==> src/rtl/ifq_pkg.sv <==
// ifq_pkg: shared types and constants for the instruction fetch queue.
//   ifq_state_e  - fetch controller state (IFQ_FETCH / IFQ_FLUSH)
//   PC_STEP      - byte increment between sequential instruction words
//   ifq_entry_t  - layout of one queue entry at the default widths;
//                  the queue stores {instr, pc} with the instruction in the upper bits
package ifq_pkg;

  typedef enum logic [0:0] {
    IFQ_FETCH = 1'b0,
    IFQ_FLUSH = 1'b1
  } ifq_state_e;

  localparam int unsigned PC_STEP    = 4;
  localparam int unsigned IFQ_DATA_W = 32;
  localparam int unsigned IFQ_ADDR_W = 32;

  typedef struct packed {
    logic [IFQ_DATA_W-1:0] instr;
    logic [IFQ_ADDR_W-1:0] pc;
  } ifq_entry_t;

endpackage

==> src/rtl/ifq_fifo.sv <==
// ifq_fifo: synchronous in-order FIFO holding fetched {instr, pc} entries.
// A push and a pop in the same cycle are legal at any occupancy, including
// full. Pops while empty are ignored. Clear empties the queue in one cycle.
// Ports:
//   clk_i    in   clock
//   rst_i    in   synchronous active-low reset
//   clear_i  in   drop all entries (wins over push/pop)
//   push_i   in   write data_i at the tail
//   data_i   in   entry to write (WIDTH bits)
//   pop_i    in   remove the head entry
//   data_o   out  head entry (valid when count_o != 0)
//   count_o  out  number of stored entries (0..DEPTH)
module ifq_fifo #(
  parameter int unsigned DEPTH = 4,
  parameter int unsigned WIDTH = 64,
  localparam int unsigned AW   = $clog2(DEPTH),
  localparam int unsigned CW   = $clog2(DEPTH) + 1
) (
  input  logic             clk_i,
  input  logic             rst_i,
  input  logic             clear_i,
  input  logic             push_i,
  input  logic [WIDTH-1:0] data_i,
  input  logic             pop_i,
  output logic [WIDTH-1:0] data_o,
  output logic [CW-1:0]    count_o
);

  logic [WIDTH-1:0] mem_q [DEPTH];
  logic [AW-1:0]    wrPtr_q, rdPtr_q;
  logic [CW-1:0]    count_q;
  logic             doPush, doPop, isFull, isEmpty;

  assign isEmpty = (count_q == '0);
  assign isFull  = (count_q == CW'(DEPTH));
  assign doPop   = pop_i & ~isEmpty;
  // A full queue can still accept a push when the head leaves in the same cycle.
  assign doPush  = push_i & (~isFull | doPop);

  // Storage array; contents need no reset since count_q qualifies them.
  always_ff @(posedge clk_i) begin
    if (doPush) begin
      mem_q[wrPtr_q] <= data_i;
    end
  end

  // Pointers wrap naturally because DEPTH is a power of two.
  always_ff @(posedge clk_i) begin
    if (!rst_i || clear_i) begin
      wrPtr_q <= '0;
      rdPtr_q <= '0;
      count_q <= '0;
    end else begin
      if (doPush) wrPtr_q <= wrPtr_q + AW'(1);
      if (doPop)  rdPtr_q <= rdPtr_q + AW'(1);
      count_q <= count_q + CW'(doPush) - CW'(doPop);
    end
  end

  assign data_o  = mem_q[rdPtr_q];
  assign count_o = count_q;

endmodule

==> src/rtl/instr_fetch_queue.sv <==
// instr_fetch_queue: fetch stage in front of the CPU datapath.
// Issues sequential word fetches to a variable-latency instruction memory,
// buffers in-order responses in a queue and presents {instr, pc} to decode.
// A redirect clears the queue, restarts fetch at the new PC and discards the
// responses of fetches that were already in flight.
// Optional feature macro: IFQ_PERF_CNT_EN adds fetch_cnt_o / flush_cnt_o.
// Ports:
//   clk_i            in   clock
//   rst_i            in   synchronous active-low reset
//   mem_req_valid_o  out  fetch request valid
//   mem_req_addr_o   out  fetch word address
//   mem_req_ready_i  in   memory accepts the request
//   mem_rsp_valid_i  in   read data valid (in request order)
//   mem_rsp_data_i   in   read data
//   redirect_i       in   restart fetch at redirect_pc_i
//   redirect_pc_i    in   new PC (low two bits ignored)
//   instr_valid_o    out  queue head valid
//   instr_o          out  queue head instruction
//   instr_pc_o       out  PC of queue head
//   instr_ready_i    in   decode consumes the head
//   fetch_cnt_o      out  request handshakes (IFQ_PERF_CNT_EN only)
//   flush_cnt_o      out  redirects (IFQ_PERF_CNT_EN only)
module instr_fetch_queue
  import ifq_pkg::*;
#(
  parameter int unsigned       DEPTH    = 4,
  parameter int unsigned       ADDR_W   = 32,
  parameter int unsigned       DATA_W   = 32,
  parameter logic [ADDR_W-1:0] RESET_PC = '0
) (
  input  logic              clk_i,
  input  logic              rst_i,
  output logic              mem_req_valid_o,
  output logic [ADDR_W-1:0] mem_req_addr_o,
  input  logic              mem_req_ready_i,
  input  logic              mem_rsp_valid_i,
  input  logic [DATA_W-1:0] mem_rsp_data_i,
  input  logic              redirect_i,
  input  logic [ADDR_W-1:0] redirect_pc_i,
  output logic              instr_valid_o,
  output logic [DATA_W-1:0] instr_o,
  output logic [ADDR_W-1:0] instr_pc_o,
  input  logic              instr_ready_i
`ifdef IFQ_PERF_CNT_EN
  ,
  output logic [31:0]       fetch_cnt_o,
  output logic [31:0]       flush_cnt_o
`endif
);

  localparam int unsigned CW = $clog2(DEPTH) + 1;
  localparam logic [CW:0] DEPTH_C = (CW+1)'(DEPTH);

  ifq_state_e              state_q, state_d;
  logic [ADDR_W-1:0]       fetchPc_q, fetchPc_d;
  logic [CW-1:0]           outstanding_q, outstanding_d;
  logic [CW-1:0]           drop_q, drop_d;
  logic [CW-1:0]           fifoCount;
  logic [CW-1:0]           inFlightNext;
  logic [CW:0]             creditUsed;
  logic                    creditOk;
  logic                    reqValid, reqHs, rspAccept;
  logic                    pushEn, popEn, headValid;
  logic [DATA_W+ADDR_W-1:0] pushEntry, headEntry;

  // Queued entries plus fetches still in memory may never exceed DEPTH,
  // so every response is guaranteed a free queue slot.
  assign creditUsed = {1'b0, fifoCount} + {1'b0, outstanding_q};
  assign creditOk   = (creditUsed < DEPTH_C);

  assign reqHs     = reqValid & mem_req_ready_i;
  // A response with nothing outstanding is a protocol error and is ignored.
  assign rspAccept = rst_i & mem_rsp_valid_i & (outstanding_q != '0);
  assign inFlightNext = outstanding_q + CW'(reqHs) - CW'(rspAccept);

  // Responses are kept only in FETCH; a redirect discards the one arriving with it.
  assign pushEn    = rspAccept & (state_q == IFQ_FETCH) & ~redirect_i;
  assign headValid = rst_i & (fifoCount != '0);
  assign popEn     = headValid & instr_ready_i;
  assign pushEntry = {mem_rsp_data_i, fetchPcOfRsp()};

  // PC of the returning instruction: the oldest outstanding fetch address.
  function automatic logic [ADDR_W-1:0] fetchPcOfRsp();
    return fetchPc_q - ADDR_W'(outstanding_q) * ADDR_W'(PC_STEP);
  endfunction

  ifq_fifo #(
    .DEPTH (DEPTH),
    .WIDTH (DATA_W + ADDR_W)
  ) u_fifo (
    .clk_i   (clk_i),
    .rst_i   (rst_i),
    .clear_i (redirect_i),
    .push_i  (pushEn),
    .data_i  (pushEntry),
    .pop_i   (popEn),
    .data_o  (headEntry),
    .count_o (fifoCount)
  );

  // State register.
  always_ff @(posedge clk_i) begin
    if (!rst_i) begin
      state_q <= IFQ_FETCH;
    end else begin
      state_q <= state_d;
    end
  end

  // Next-state logic: a redirect wins; FLUSH ends with the last dropped response.
  always_comb begin
    state_d = state_q;
    if (redirect_i) begin
      state_d = (inFlightNext != '0) ? IFQ_FLUSH : IFQ_FETCH;
    end else if (state_q == IFQ_FLUSH && rspAccept && drop_q <= CW'(1)) begin
      state_d = IFQ_FETCH;
    end
  end

  // Output logic: requests only in FETCH with a free credit, silent in reset.
  always_comb begin
    reqValid = 1'b0;
    if (rst_i && state_q == IFQ_FETCH && creditOk) begin
      reqValid = 1'b1;
    end
  end

  // Fetch PC, outstanding and drop counters.
  always_comb begin
    fetchPc_d     = fetchPc_q;
    outstanding_d = inFlightNext;
    drop_d        = drop_q;
    if (redirect_i) begin
      fetchPc_d = redirect_pc_i & ~ADDR_W'(3);
      drop_d    = inFlightNext;
    end else begin
      if (reqHs) begin
        fetchPc_d = fetchPc_q + ADDR_W'(PC_STEP);
      end
      if (state_q == IFQ_FLUSH && rspAccept) begin
        drop_d = drop_q - CW'(1);
      end
    end
  end

  always_ff @(posedge clk_i) begin
    if (!rst_i) begin
      fetchPc_q     <= RESET_PC;
      outstanding_q <= '0;
      drop_q        <= '0;
    end else begin
      fetchPc_q     <= fetchPc_d;
      outstanding_q <= outstanding_d;
      drop_q        <= drop_d;
    end
  end

`ifdef IFQ_PERF_CNT_EN
  logic [31:0] fetchCnt_q, flushCnt_q;

  // Event counters; they wrap silently at 2^32.
  always_ff @(posedge clk_i) begin
    if (!rst_i) begin
      fetchCnt_q <= '0;
      flushCnt_q <= '0;
    end else begin
      if (reqHs)      fetchCnt_q <= fetchCnt_q + 32'd1;
      if (redirect_i) flushCnt_q <= flushCnt_q + 32'd1;
    end
  end

  assign fetch_cnt_o = fetchCnt_q;
  assign flush_cnt_o = flushCnt_q;
`endif

  assign mem_req_valid_o = reqValid;
  assign mem_req_addr_o  = fetchPc_q;
  assign instr_valid_o   = headValid;
  assign instr_o         = headEntry[DATA_W+ADDR_W-1:ADDR_W];
  assign instr_pc_o      = headEntry[ADDR_W-1:0];

endmodule

==> config.mk <==
export PLATFORM = sky130hd
export DESIGN_NAME = instr_fetch_queue
export DESIGN_NICKNAME = d
export VERILOG_FILES = /design/src/rtl/ifq_pkg.sv /design/src/rtl/ifq_fifo.sv /design/src/rtl/instr_fetch_queue.sv
export SDC_FILE = /design/constraint.sdc
export NUM_CORES = 1
export LEC_CHECK = 0
export CORE_ASPECT_RATIO = 1.75
export CORE_UTILIZATION = 55
export CTS_BUF_LIST = sky130_fd_sc_hd__clkbuf_4 sky130_fd_sc_hd__clkbuf_8
export DETAILED_ROUTE_END_ITERATION = 12
export PLACE_DENSITY = 0.79
export SETUP_SLACK_MARGIN = 0.02
export SLEW_MARGIN = 20
export SYNTH_ARGS = -nofsm -noshare
export SYNTH_HDL_FRONTEND = slang
export SYNTH_SLANG_ARGS = --single-unit
==> constraint.sdc <==
create_clock -name clk_i -period 4.29 [get_ports clk_i]
set_input_delay 0.858 -clock clk_i [delete_from_list [all_inputs] [get_ports clk_i]]
set_output_delay 0.858 -clock clk_i [all_outputs]
set_load 0.03 [all_outputs]
; ---- Word level (Yosys, flattened, before mapping)
; Memories as Yosys holds them, arrays and structs flattened. A register that Yosys moved wholly into a read port is not among the register bits.
; Cells that the tools add are included.
; W data, S select, Z words.
[word_totals]
ff_bits = 46
ram_bits = 256
input_bits = 70
out_inout_bits = 98
elab_cells = 63
memories = 1
[mem_list]
columns = memory, words, word_bits, rd, rd_ports_with_merged_regs, wr, line
row1 = u_fifo.mem_q, 4, 64, 1, 1, 1, ifq_fifo.sv:29  ; logic [WIDTH-1:0] mem_q [DEPTH];
[op_classes]
add_sub_neg = 10
magnitude_cmp = 2
n_eq_ne = 1
n_mux = 12
n_bitwise = 15
reduce_logical = 14
[ops]
columns = cell, count
row1 = $mux W32, 2
row2 = $add A32 B3 Y32 const B, 1
row3 = $sub A32 B5 Y32, 1
row4 = $and A1 B1 Y1, 9
row5 = $reduce_bool A3 Y1, 3
row6 = $add A3 B1 Y3, 2
row7 = $mux W1, 6
row8 = $mux W3, 2
row9 = $reduce_bool A2 Y1, 3
row10 = $sub A3 B1 Y3, 2
row11 = $not A1 Y1, 5
row12 = $add A2 B1 Y2 const B, 2
row13 = $add A3 B3 Y4, 1
row14 = $logic_and A1 B1 Y1, 4
row15 = $lt A4 B3 Y1 const B, 1
row16 = $mux W2, 2
row17 = $eq A3 B3 Y1 const B, 1
row18 = $le A3 B1 Y1 const B, 1
row19 = $logic_not A3 Y1, 1
row20 = $sub A3 B1 Y3 const B, 1
row21 = $reduce_or A2 Y1, 1
row22 = $logic_not A1 Y1, 1
row23 = $logic_or A1 B1 Y1, 1
row24 = $or A1 B1 Y1, 1

; ---- Longest topological paths before layout
; Gate-level depths: netlist of run 1.
[depth]
ltp_word = 10
depth_mapped = 11
ltp_nobuf = 10

; ---- Cells and area by module
; A second synthesis of run 1 with hierarchy kept.
[unflattened]
hier_cells = 741
hier_area_um2 = 12507.0
[modules_own_cells]
columns = module, instances, cells_per_inst, area_per_inst_um2, seq_area_each_um2
row1 = ifq_fifo, 1, 382, 9666.8, 7867.5
row2 = instr_fetch_queue, 1, 359, 2840.2, 740.7

; ---- Worst setup path before layout of run 1
; No wires, ideal clock.
[synth_timing]
kind = input to register
startpoint = input mem_rsp_valid_i
endpoint = memory u_fifo.mem_q[1][10], enable pin
setup_ps = 426
arrival_time_ps = 3508
required_ps = 3864
slack_ps = 356
cell_stages = 3
n_path_buf = 0
cell_sequence = o311ai_0 -> a2111oi_1 -> and2_1
[synth_via]
elab_chain_len = 7
[synth_lines]
columns = item, line
row1 = start: declaration, instr_fetch_queue.sv:36  ; input logic mem_rsp_valid_i,
row2 = $and A1 B1 Y1 (2 in a row), instr_fetch_queue.sv:73  ; assign rspAccept = rst_i & mem_rsp_valid_i & (outstanding_q != '0);
row3 = $and A1 B1 Y1 (2 in a row), instr_fetch_queue.sv:77  ; assign pushEn = rspAccept & (state_q == IFQ_FETCH) & ~redirect_i;
row4 = $and A1 B1 Y1, ifq_fifo.sv:38  ; assign doPush = push_i & (~isFull | doPop);
row5 = $mux W1, ifq_fifo.sv:42  ; if (doPush) begin
row6 = $mux W1 (implied by the code), ifq_fifo.sv:43  ; mem_q[wrPtr_q] <= data_i;
row7 = end: declaration, ifq_fifo.sv:29
; No other way between the ends.

==> results of run 1 <==
==> layer usage <==
layer  track usage [%]  routed length (um)  vias up
met5                 0                   0        -
met4             11.26                 906        0
met3             2.755                 905       57
met2             42.42               13890      227
met1             24.25                8937     3456
li1                  -                   -     3181
==> metrics by stage <==
step | cells | hold WS [ns] | worst slack (ns) | total power, mW
after CTS | 1214 | 0.5564 | 0.5540 | 6.219
after global routing | 1214 | 0.5823 | 0.5055 | 6.398
after floorplan | 725 | 0.4847 | 0.3560 | 3.837
final | 1214 | 0.5588 | 0.6710 | 6.171
after global placement | 1147 | 0.5169 | 0.3121 | 4.127
after detailed placement | 1147 | 0.5423 | 0.2606 | 4.167
==> final timing paths <==
kind	end	cells past startpoint	from
setup reg to reg	state_q	9	u_fifo.count_o[2]
setup / recovery	instr_o[16]	3	flip-flop
hold / removal	flip-flop	2	u_fifo.rdPtr_q[0]
hold reg to reg	flip-flop	2	u_fifo.rdPtr_q[0]
==> sequential cells by signal, indices dropped and copies added, names as in the netlist, named ones only <==
| register | count |
|---|---|
| u_fifo.mem_q | 248 |
| drop_q | 3 |
| u_fifo.wrPtr_q | 2 |
| u_fifo.rdPtr_q | 2 |
| u_fifo.count_o | 3 |
| state_q | 1 |
| mem_req_addr_o | 30 |
| outstanding_q | 3 |
==> cell usage in the layout (no fill, tap or decap), types with 16 or more instances in the layout <==
cell,instances
inv_1,21
clkbuf_8,43
or3_1,20
a21oi_1,21
dfxtp_1,44
o21ai_0,41
nor2_1,23
mux4_2,62
xor2_1,24
clkdlybuf4s50_1,160
nand3_1,17
edfxtp_1,248
ha_1,16
xnor2_1,27
==> tightest hold or removal path: cells and delay by family, from the launching register on <==
| family | cells | cell delay [ns] |
|---|---|---|
| xor+xnor | 1 | 0.09 |
| flops | 1 | 0.35 |
| simple gates | 1 | 0.08 |
==> cells by family (layout without fill, tap and decap cells) <==
logic type | Yosys count | in the layout | synth area share (%)
adders and majority gates | 19 | 19 | 2.158
buffers and inverters | 68 | 265 | 2.314
other | 1 | 4 | 0.03110
xor gates and xnor gates | 51 | 51 | 3.704
AOI/OAI and AO/OA | 89 | 89 | 4.275
DFF | 294 | 294 | 69.40
muxes | 63 | 63 | 11.66
and+or+nand+nor | 137 | 137 | 6.454
==> layout make-up <==
type	count	area share, %
Sequential cell	294	56.38
Multi-Input combinational cell	363	23.09
Timing Repair Buffer	176	12.27
Clock buffer	52	4.440
Tap cell	292	2.460
Clock inverter	15	0.8088
Inverter	22	0.5560
==> power groups by stage <==
stage	clock (mW)	sequential [mW]	combinational (mW)
3_5_place_dp	0	3.39	0.774
5_1_grt	2.22	3.34	0.835
2_1_floorplan	0	3.39	0.449
6_report	2.06	3.33	0.775
3_3_place_gp	0	3.39	0.740
4_1_cts	2.11	3.33	0.778
==> flow_metrics.env, run 1 <==
export IMPL_cts_hold_buf=0
export IMPL_synthFlopType="edfxtp_1"
export IMPL_synth_cells=722
export IMPL_placed_area_um2=14070
export IMPL_drc=0
export IMPL_core_area_um2=21500
export IMPL_wl_per_cell_um=20.30
export IMPL_ys_ff_latch=294
export IMPL_synth_top_area_share_pct=61.76
export IMPL_p_int_mw=4.696
export IMPL_seqPwrFrac_pct=54.0
export IMPL_critPathMaxFanout=22
export IMPL_root_buffer="clkbuf_8"
export IMPL_drt_iter0_drc=351
export IMPL_io_pins=168
export IMPL_start_util_pct=56.09
export IMPL_worst_slew_pin_slew_ns=0.7691
export IMPL_synth_edf_count=248
export IMPL_cp_start_kind="flip-flop"
export IMPL_postRouteAntennaNets=0
export IMPL_utilization_pct=69.08
export IMPL_num_rows=71
export IMPL_clock_latency_ns=0.53
export IMPL_grt_first_pass_wirelength_um=38120
export IMPL_endpoint_kind="output port"
export IMPL_p_sw_mw=1.475
export IMPL_post_route_min_period_ns=3.619
export IMPL_crit_type="flip-flop to output port"
export IMPL_place_congestion=0.9217
export IMPL_seq_area_frac_synth_pct=69.40
export IMPL_clock_skew_ns=0.01408
export IMPL_die_y_um=197.9
export IMPL_swShare_pct=23.90
export IMPL_ys_top_cells_by_count="edfxtp_1 (248), mux4_2 (62), dfxtp_1 (46)"
export IMPL_synth_area_leader_cell="edfxtp_1"
export IMPL_cts_buffer_depth=3
export IMPL_regArea_um2=8373
export IMPL_ctsHtreeMaxLevel=2
export IMPL_async_flop_share_pct=0
export IMPL_path_clk_slew_ns=0.06
export IMPL_num_fill_cells=1453
export IMPL_grt_pass1_vias=7378
export IMPL_die_area_um2=22540
export IMPL_fin_tns_setup_ns=0
export IMPL_crit_slowest_cell="dfxtp_4"
export IMPL_clkSinkCount=294
export IMPL_multiInputGateArea_um2=3430
export IMPL_r2r_slack_ns=0.85
export IMPL_combPwrFrac_pct=12.6
export IMPL_drive_above_1_share_pct=16.49
export IMPL_cap_violations=0
export IMPL_finalHoldViolCount=0
export IMPL_required_ns=3.43
export IMPL_post_cts_buffers=0
export IMPL_max_slew_margin_pct=48.41
export IMPL_drtPass1Iterations=4
export IMPL_vdd_drop_max_mv=0.2790
export IMPL_final_nets=986
export IMPL_viasPerCell=5.701
export IMPL_rsz0062_at_grt="false"
export IMPL_area_growth_pct=23.17
export IMPL_finalSetupViolCount=0
export IMPL_critical_path_top_delay_family="buffers and inverters"
export IMPL_fin_crit_sh_pct=84.36
export IMPL_io_buffer_count=161
export IMPL_yosys_warnings=0
export IMPL_crit_chain="buf_4 > mux4_2 > clkdlybuf4s50_1"
export IMPL_power_density_nw_per_um2=415.5
export IMPL_cp_slowest_stage_delay_ns=0.65
export IMPL_syn_area_um2=12060
export IMPL_cts_tree="built"
export IMPL_grt_usage_pct=22.44
export IMPL_drt_total_wl_um=24640
export IMPL_die_x_um=113.9
export IMPL_antenna_found_initial=0
export IMPL_hold_class="flip-flop to flip-flop"
export IMPL_final_area_um2=14850
export IMPL_clock_power_share_pct=33.4
export IMPL_status="completed"
export IMPL_synth_cell_types=50
export IMPL_cts_resized=0
export IMPL_grt_overflow_total=0
export IMPL_synth_most_common_cell="edfxtp_1"
export IMPL_grt_max_degree=44
export IMPL_crit_arrival_ns=2.76
export IMPL_avgSynthCellArea_um2=16.70
export IMPL_post_dp_hpwl_um=16930
export IMPL_p_leak_nw=4.842
export IMPL_critPathBufInv=2
export IMPL_clock_fmax_mhz=276.3
export IMPL_diodes=0
export IMPL_cts_buffers=40
export IMPL_vias=6921
export IMPL_synthTopCellsByArea="edfxtp_1 (62%), mux4_2 (12%), dfxtp_1 (7.6%), xnor2_1 (2.0%), xor2_1 (1.7%)"
export IMPL_drv_slew=0
(Power assumes the default switching activity.)
==> run 2, diff against run 1 <==
- CORE_UTILIZATION: 55 -> 51
- PLACE_DENSITY: 0.79 -> 0.77
- clock period: 4.29 -> 3.15 ns (I/O delays scaled with it)
==> run 2 against run 1 <==
  * Register-to-register slack got worse by 0.75 ns
  * Die area rose by 7.7%
  * Core utilization is 3.6 points lower
  * Sequential power rose by 35%
  * Critical endpoint is now state_q
  * Highest routed layer unchanged
==> flow_metrics.env, run 2 (synthesized netlist as in run 1, its figures left out) <==
export IMPL_io_pins=168
export IMPL_core_area_um2=23240
export IMPL_crit_slowest_cell="or4b_4"
export IMPL_post_route_min_period_ns=3.051
export IMPL_drc=0
export IMPL_layout_common_cells="edfxtp_1 (248), clkdlybuf4s50_1 (158), mux4_2 (62), clkbuf_8 (44), dfxtp_1 (43)"
export IMPL_antenna_found_initial=0
export IMPL_root_buffer="clkbuf_8"
export IMPL_path_clk_slew_ns=0.07
export IMPL_cts_buffer_depth=3
export IMPL_finalHoldViolCount=0
export IMPL_grt_max_degree=63
export IMPL_endpoint_kind="flip-flop"
export IMPL_final_common_cell="edfxtp_1"
export IMPL_ctsHtreeMaxLevel=2
export IMPL_num_rows=74
export IMPL_p_sw_mw=2.051
export IMPL_holdPathEnd="mem_req_addr_o[29]"
export IMPL_clkSinkCount=294
export IMPL_worst_slack_ns=0.09929
export IMPL_worstHoldStart="mem_req_addr_o[29]"
export IMPL_status="completed"
export IMPL_cts_buffers=40
export IMPL_place_worst_setup_slack_ns=-0.4508
export IMPL_p_int_mw=6.540
export IMPL_r2r_slack_ns=0.1
export IMPL_seqPwrFrac_pct=52.5
export IMPL_drv_slew=0
export IMPL_hold_class="flip-flop to flip-flop"
export IMPL_combPwrFrac_pct=13.7
export IMPL_grt_first_pass_wirelength_um=38270
export IMPL_required_ns=3.56
export IMPL_place_congestion=0.8150
export IMPL_rr_endpoint="state_q"
export IMPL_drtPass1Iterations=7
export IMPL_post_dp_hpwl_um=16370
export IMPL_drive_above_1_share_pct=20.21
export IMPL_clock_skew_ns=0.02828
export IMPL_fin_tns_setup_ns=0
export IMPL_postRouteAntennaNets=0
export IMPL_crit_type="flip-flop to flip-flop"
export IMPL_start_util_pct=51.88
export IMPL_swShare_pct=23.88
export IMPL_final_nets=1018
export IMPL_die_x_um=118.2
export IMPL_power_density_nw_per_um2=564.4
export IMPL_num_fill_cells=1659
export IMPL_fin_crit_sh_pct=96.85
export IMPL_cp_slowest_stage_delay_ns=0.54
export IMPL_worst_slew_pin_slew_ns=0.6041
export IMPL_viasPerCell=5.576
export IMPL_cap_violations=0
export IMPL_finalSetupViolCount=0
export IMPL_drt_total_wl_um=24330
export IMPL_r2r_cells=9
export IMPL_power_total_mw=8.591
export IMPL_grt_pass1_vias=7439
export IMPL_post_cts_buffers=0
export IMPL_drt_iter0_drc=423
export IMPL_area_growth_pct=26.22
export IMPL_vias=7020
export IMPL_clock_power_share_pct=33.8
export IMPL_p_leak_nw=5.040
export IMPL_cts_tree="built"
export IMPL_final_area_um2=15220
export IMPL_grt_usage_pct=20.65
export IMPL_wl_per_cell_um=19.32
export IMPL_clock_latency_ns=0.54
export IMPL_critPathMaxFanout=4
export IMPL_r2r_start="outstanding_q[2]"
export IMPL_min_path_cells=2
export IMPL_regMostFlops="u_fifo.mem_q"
export IMPL_die_y_um=205.4
export IMPL_die_area_um2=24290
export IMPL_crit_chain="ha_1 > or4b_4 > or4b_4 > ha_4 > inv_2 > ha_4 > fa_2 > o41ai_2 > a21oi_1"
export IMPL_vdd_drop_max_mv=0.3791
export IMPL_max_slew_margin_pct=59.22
export IMPL_rsz0062_at_grt="false"
export IMPL_diodes=0
export IMPL_crit_arrival_ns=3.46
export IMPL_largest_register_ffs=248
export IMPL_placed_area_um2=14400
export IMPL_io_buffer_count=161
export IMPL_cp_start_kind="flip-flop"
export IMPL_grt_overflow_total=0
export IMPL_clock_fmax_mhz=327.8
run 2: routing by layer:
metal / share of wire (%) / up-vias / global-route usage (%) / wire (um)
li1: - / 3242 / - / -
met5: 0 / - / 0 / 0
met4: 3.6 / 0 / 9.478 / 886
met3: 3.6 / 64 / 2.494 / 872
met1: 38 / 3510 / 22.93 / 9134
met2: 55 / 204 / 39.14 / 13430
run 2: worst max-delay path: cells and delay by family, from the launching register on:
kind / cells / cell delay [ns]
buffers and inverters: 1 / 0.04
and+or+nand+nor: 2 / 1.02
DFF: 1 / 0.34
adders and majority gates: 4 / 1.18
AOI/OAI and AO/OA: 2 / 0.34
run 2: worst max path at each step:
stage / start / endpoint / slack [ns] / cells after the start
after floorplan: rst_i / state_q / -0.006 / 9
after global placement: rst_i / drop_q[2] / -0.42 / 10
after detailed placement: rst_i / drop_q[2] / -0.45 / 10
after CTS: outstanding_q[2] / state_q / 0.01 / 10
after global routing: flip-flop / instr_pc_o[29] / 0.02 / 3
final: outstanding_q[2] / state_q / 0.1 / 9
run 2: through the flow:
step	util, %	hold WS [ns]	instances
after floorplan	-	0.4847	725
after global placement	61.95	0.5346	1191
after detailed placement	61.95	0.5544	1191
after CTS	65.44	0.5642	1259
after global routing	65.49	0.6246	1259
final	65.49	0.5646	1259
run 2: what timing repair did:
item / CTS / global route
endpoints found under the setup margin: 1 / 6
pin swaps: 0 / 2
hold buffers: 0 / 0
gates cloned: 0 / 0
resized for setup: 1 / 3
run 2: cell type report:
class                           count  area [um^2]  share of cell area [%]
Multi-Input combinational cell    363         3473                   22.82
Timing Repair Buffer              208         2107                   13.84
Tap cell                          304        380.4                   2.499
Inverter                           22        82.58                  0.5426
Sequential cell                   294         8374                   55.02
Clock inverter                     11        98.84                  0.6495
Clock buffer                       57        703.2                   4.620
run 2: power groups by stage:
stage | Sequential (mW) | Clock (mW) | Combinational (mW)
2_1_floorplan | 4.62 | 0 | 0.641
5_1_grt | 4.52 | 3.11 | 1.28
4_1_cts | 4.51 | 2.98 | 1.18
3_5_place_dp | 4.59 | 0 | 1.16
6_report | 4.51 | 2.90 | 1.18
3_3_place_gp | 4.59 | 0 | 1.13
==> run 3, diff against run 2 <==
- CORE_MARGIN: not set -> 1.5
==> run 3 against run 2 <==
  * Clock power down 6%
  * Die area up 1.3%
  * Sequential share of layout area about the same
  * Design area about the same
  * Worst hold slack worse by 0.036 ns
  * Fmax down 1.5%
  * Largest power group unchanged
  * Highest routed layer unchanged
==> flow_metrics.env, run 3 (synthesized netlist as in run 1, its figures left out) <==
export IMPL_status="completed"
export IMPL_clock_latency_ns=0.53
export IMPL_drc=0
export IMPL_num_fill_cells=1669
export IMPL_max_slew_margin_pct=60.16
export IMPL_critical_path_top_delay_family="simple AND/OR/NAND/NOR gates"
export IMPL_r2r_slack_ns=0.05
export IMPL_cts_buffers=40
export IMPL_fin_crit_sh_pct=98.37
export IMPL_worst_slack_ns=0.05144
export IMPL_grt_overflow_total=0
export IMPL_regMostFlops="u_fifo.mem_q"
export IMPL_area_growth_pct=26.17
export IMPL_io_pins=168
export IMPL_rr_endpoint="state_q"
export IMPL_drt_iter0_drc=332
export IMPL_clkSinkCount=294
export IMPL_r2r_cells=10
export IMPL_viasPerCell=5.511
export IMPL_finalSetupViolCount=0
export IMPL_grt_pass1_vias=7271
export IMPL_post_dp_hpwl_um=16460
export IMPL_drtPass1Iterations=4
export IMPL_num_rows=74
export IMPL_place_worst_setup_slack_ns=-0.4552
export IMPL_vias=6966
export IMPL_grt_max_degree=63
export IMPL_clock_skew_ns=0.01482
export IMPL_cts_tree="built"
export IMPL_ctsHtreeMaxLevel=2
export IMPL_cp_depth=10
export IMPL_die_x_um=119.2
export IMPL_post_route_min_period_ns=3.099
export IMPL_cp_slowest_stage_delay_ns=0.53
export IMPL_clock_fmax_mhz=322.7
export IMPL_endpoint_kind="flip-flop"
export IMPL_diodes=0
export IMPL_core_area_um2=23240
export IMPL_multiInputGateArea_um2=3488
export IMPL_crit_arrival_ns=3.51
export IMPL_drive_above_1_share_pct=20.63
export IMPL_regArea_um2=8378
export IMPL_postRouteAntennaNets=0
export IMPL_start_util_pct=51.88
export IMPL_largest_register_ffs=248
export IMPL_crit_chain="clkdlybuf4s50_1 > or4b_4 > or4b_4 > ha_4 > inv_2 > ha_4 > fa_2 > xnor2_2 > o41ai_2 > a21oi_1"
export IMPL_antenna_found_initial=0
export IMPL_p_leak_nw=5.012
export IMPL_final_nets=1019
export IMPL_grt_usage_pct=20.27
export IMPL_hold_class="flip-flop to flip-flop"
export IMPL_io_buffer_count=161
export IMPL_r2r_start="outstanding_q[2]"
export IMPL_finalHoldViolCount=0
export IMPL_cp_start_kind="input port"
export IMPL_cts_buffer_depth=3
export IMPL_vdd_drop_max_mv=0.2920
export IMPL_crit_type="input port to flip-flop"
export IMPL_crit_slowest_cell="or4b_4"
export IMPL_grt_first_pass_wirelength_um=38360
export IMPL_rsz0062_at_grt="true"
export IMPL_startpoint="rst_i"
export IMPL_power_density_nw_per_um2=554.7
export IMPL_critPathMaxFanout=3
export IMPL_required_ns=3.56
export IMPL_die_area_um2=24610
export IMPL_path_clk_slew_ns=0.08
export IMPL_cap_violations=0
export IMPL_root_buffer="clkbuf_8"
export IMPL_drv_slew=0
export IMPL_whs_ns=0.5287
export IMPL_layout_common_cells="edfxtp_1 (248), clkdlybuf4s50_1 (159), mux4_2 (62), dfxtp_1 (42)"
export IMPL_worst_slew_pin_slew_ns=0.5901
export IMPL_place_congestion=0.8175
export IMPL_drt_total_wl_um=24570
export IMPL_die_y_um=206.4
export IMPL_wl_per_cell_um=19.44
export IMPL_critical_path_endpoint="state_q"
export IMPL_final_common_cell="edfxtp_1"
export IMPL_critPathBufInv=2
[run 3: cell types whose count changed in the layout (fill, tap and decap cells not counted), moves of 2 or more]
cell        delta
clkinv_2       +8
clkbuf_8       -3
clkbuf_4       -5
clkinv_1       +3
clkinvlp_4     +2
ha_1           -2
[run 3: cell type report]
class / instances / share of cell area, %
sequential: 294 / 55.07
multi-input combinational: 363 / 22.93
timing repair buffer: 209 / 13.97
clock buffer: 49 / 4.104
tap: 304 / 2.500
clock inverter: 23 / 0.8882
inverter: 22 / 0.5428
[run 3: worst min-delay path by stage]
stage	startpoint	endpoint	cells after the start	slack [ns]
4_1_cts	u_fifo.rdPtr_q[1]	u_fifo.rdPtr_q[1]	2	0.53
2_1_floorplan	u_fifo.rdPtr_q[1]	flip-flop	2	0.48
5_1_grt	u_fifo.rdPtr_q[1]	u_fifo.rdPtr_q[1]	2	0.57
3_3_place_gp	u_fifo.rdPtr_q[1]	flip-flop	2	0.51
3_5_place_dp	u_fifo.rdPtr_q[1]	flip-flop	2	0.51
6_report	u_fifo.rdPtr_q[1]	u_fifo.rdPtr_q[1]	2	0.53
[run 3: per-stage QoR]
step                util, %  area [um^2]  total power [mW]   TNS [ns]  cells
finish                65.46        15210             8.438          0   1264
global route          65.46        15210             8.756   -0.05813   1264
CTS                   65.27        15170             8.499          0   1263
detailed placement    62.01        14410             5.762     -23.36   1191
global placement      62.01        14410             5.733     -6.800   1191
floorplan                 -        12120             5.257  -0.005541    725
[run 3: what timing repair did]
item,CTS,global route
gates resized for setup,0,7
setup endpoints to repair,0,13
buffers inserted,0,1
hold buffers,0,0
[run 3: report_power, final]
group	switching [mW]	internal (mW)	leakage, nW
registers	0.0901	4.42	2.63
clock network	1.34	1.40	0.397
logic	0.655	0.536	1.99
total	2.08	6.35	5.01
[run 3: worst min-delay path: stages (launching register included)]
cell and delay [ns]:
dfxtp_1 0.33, xor2_1 0.06, nor2_1 0.10
[run 3: per-layer routing]
metal / share of wire (%) / global-route usage [%]
met5: 0 / 0
met4: 3.8 / 8.993
met3: 4.0 / 2.759
met2: 55 / 38.34
met1: 37 / 22.55
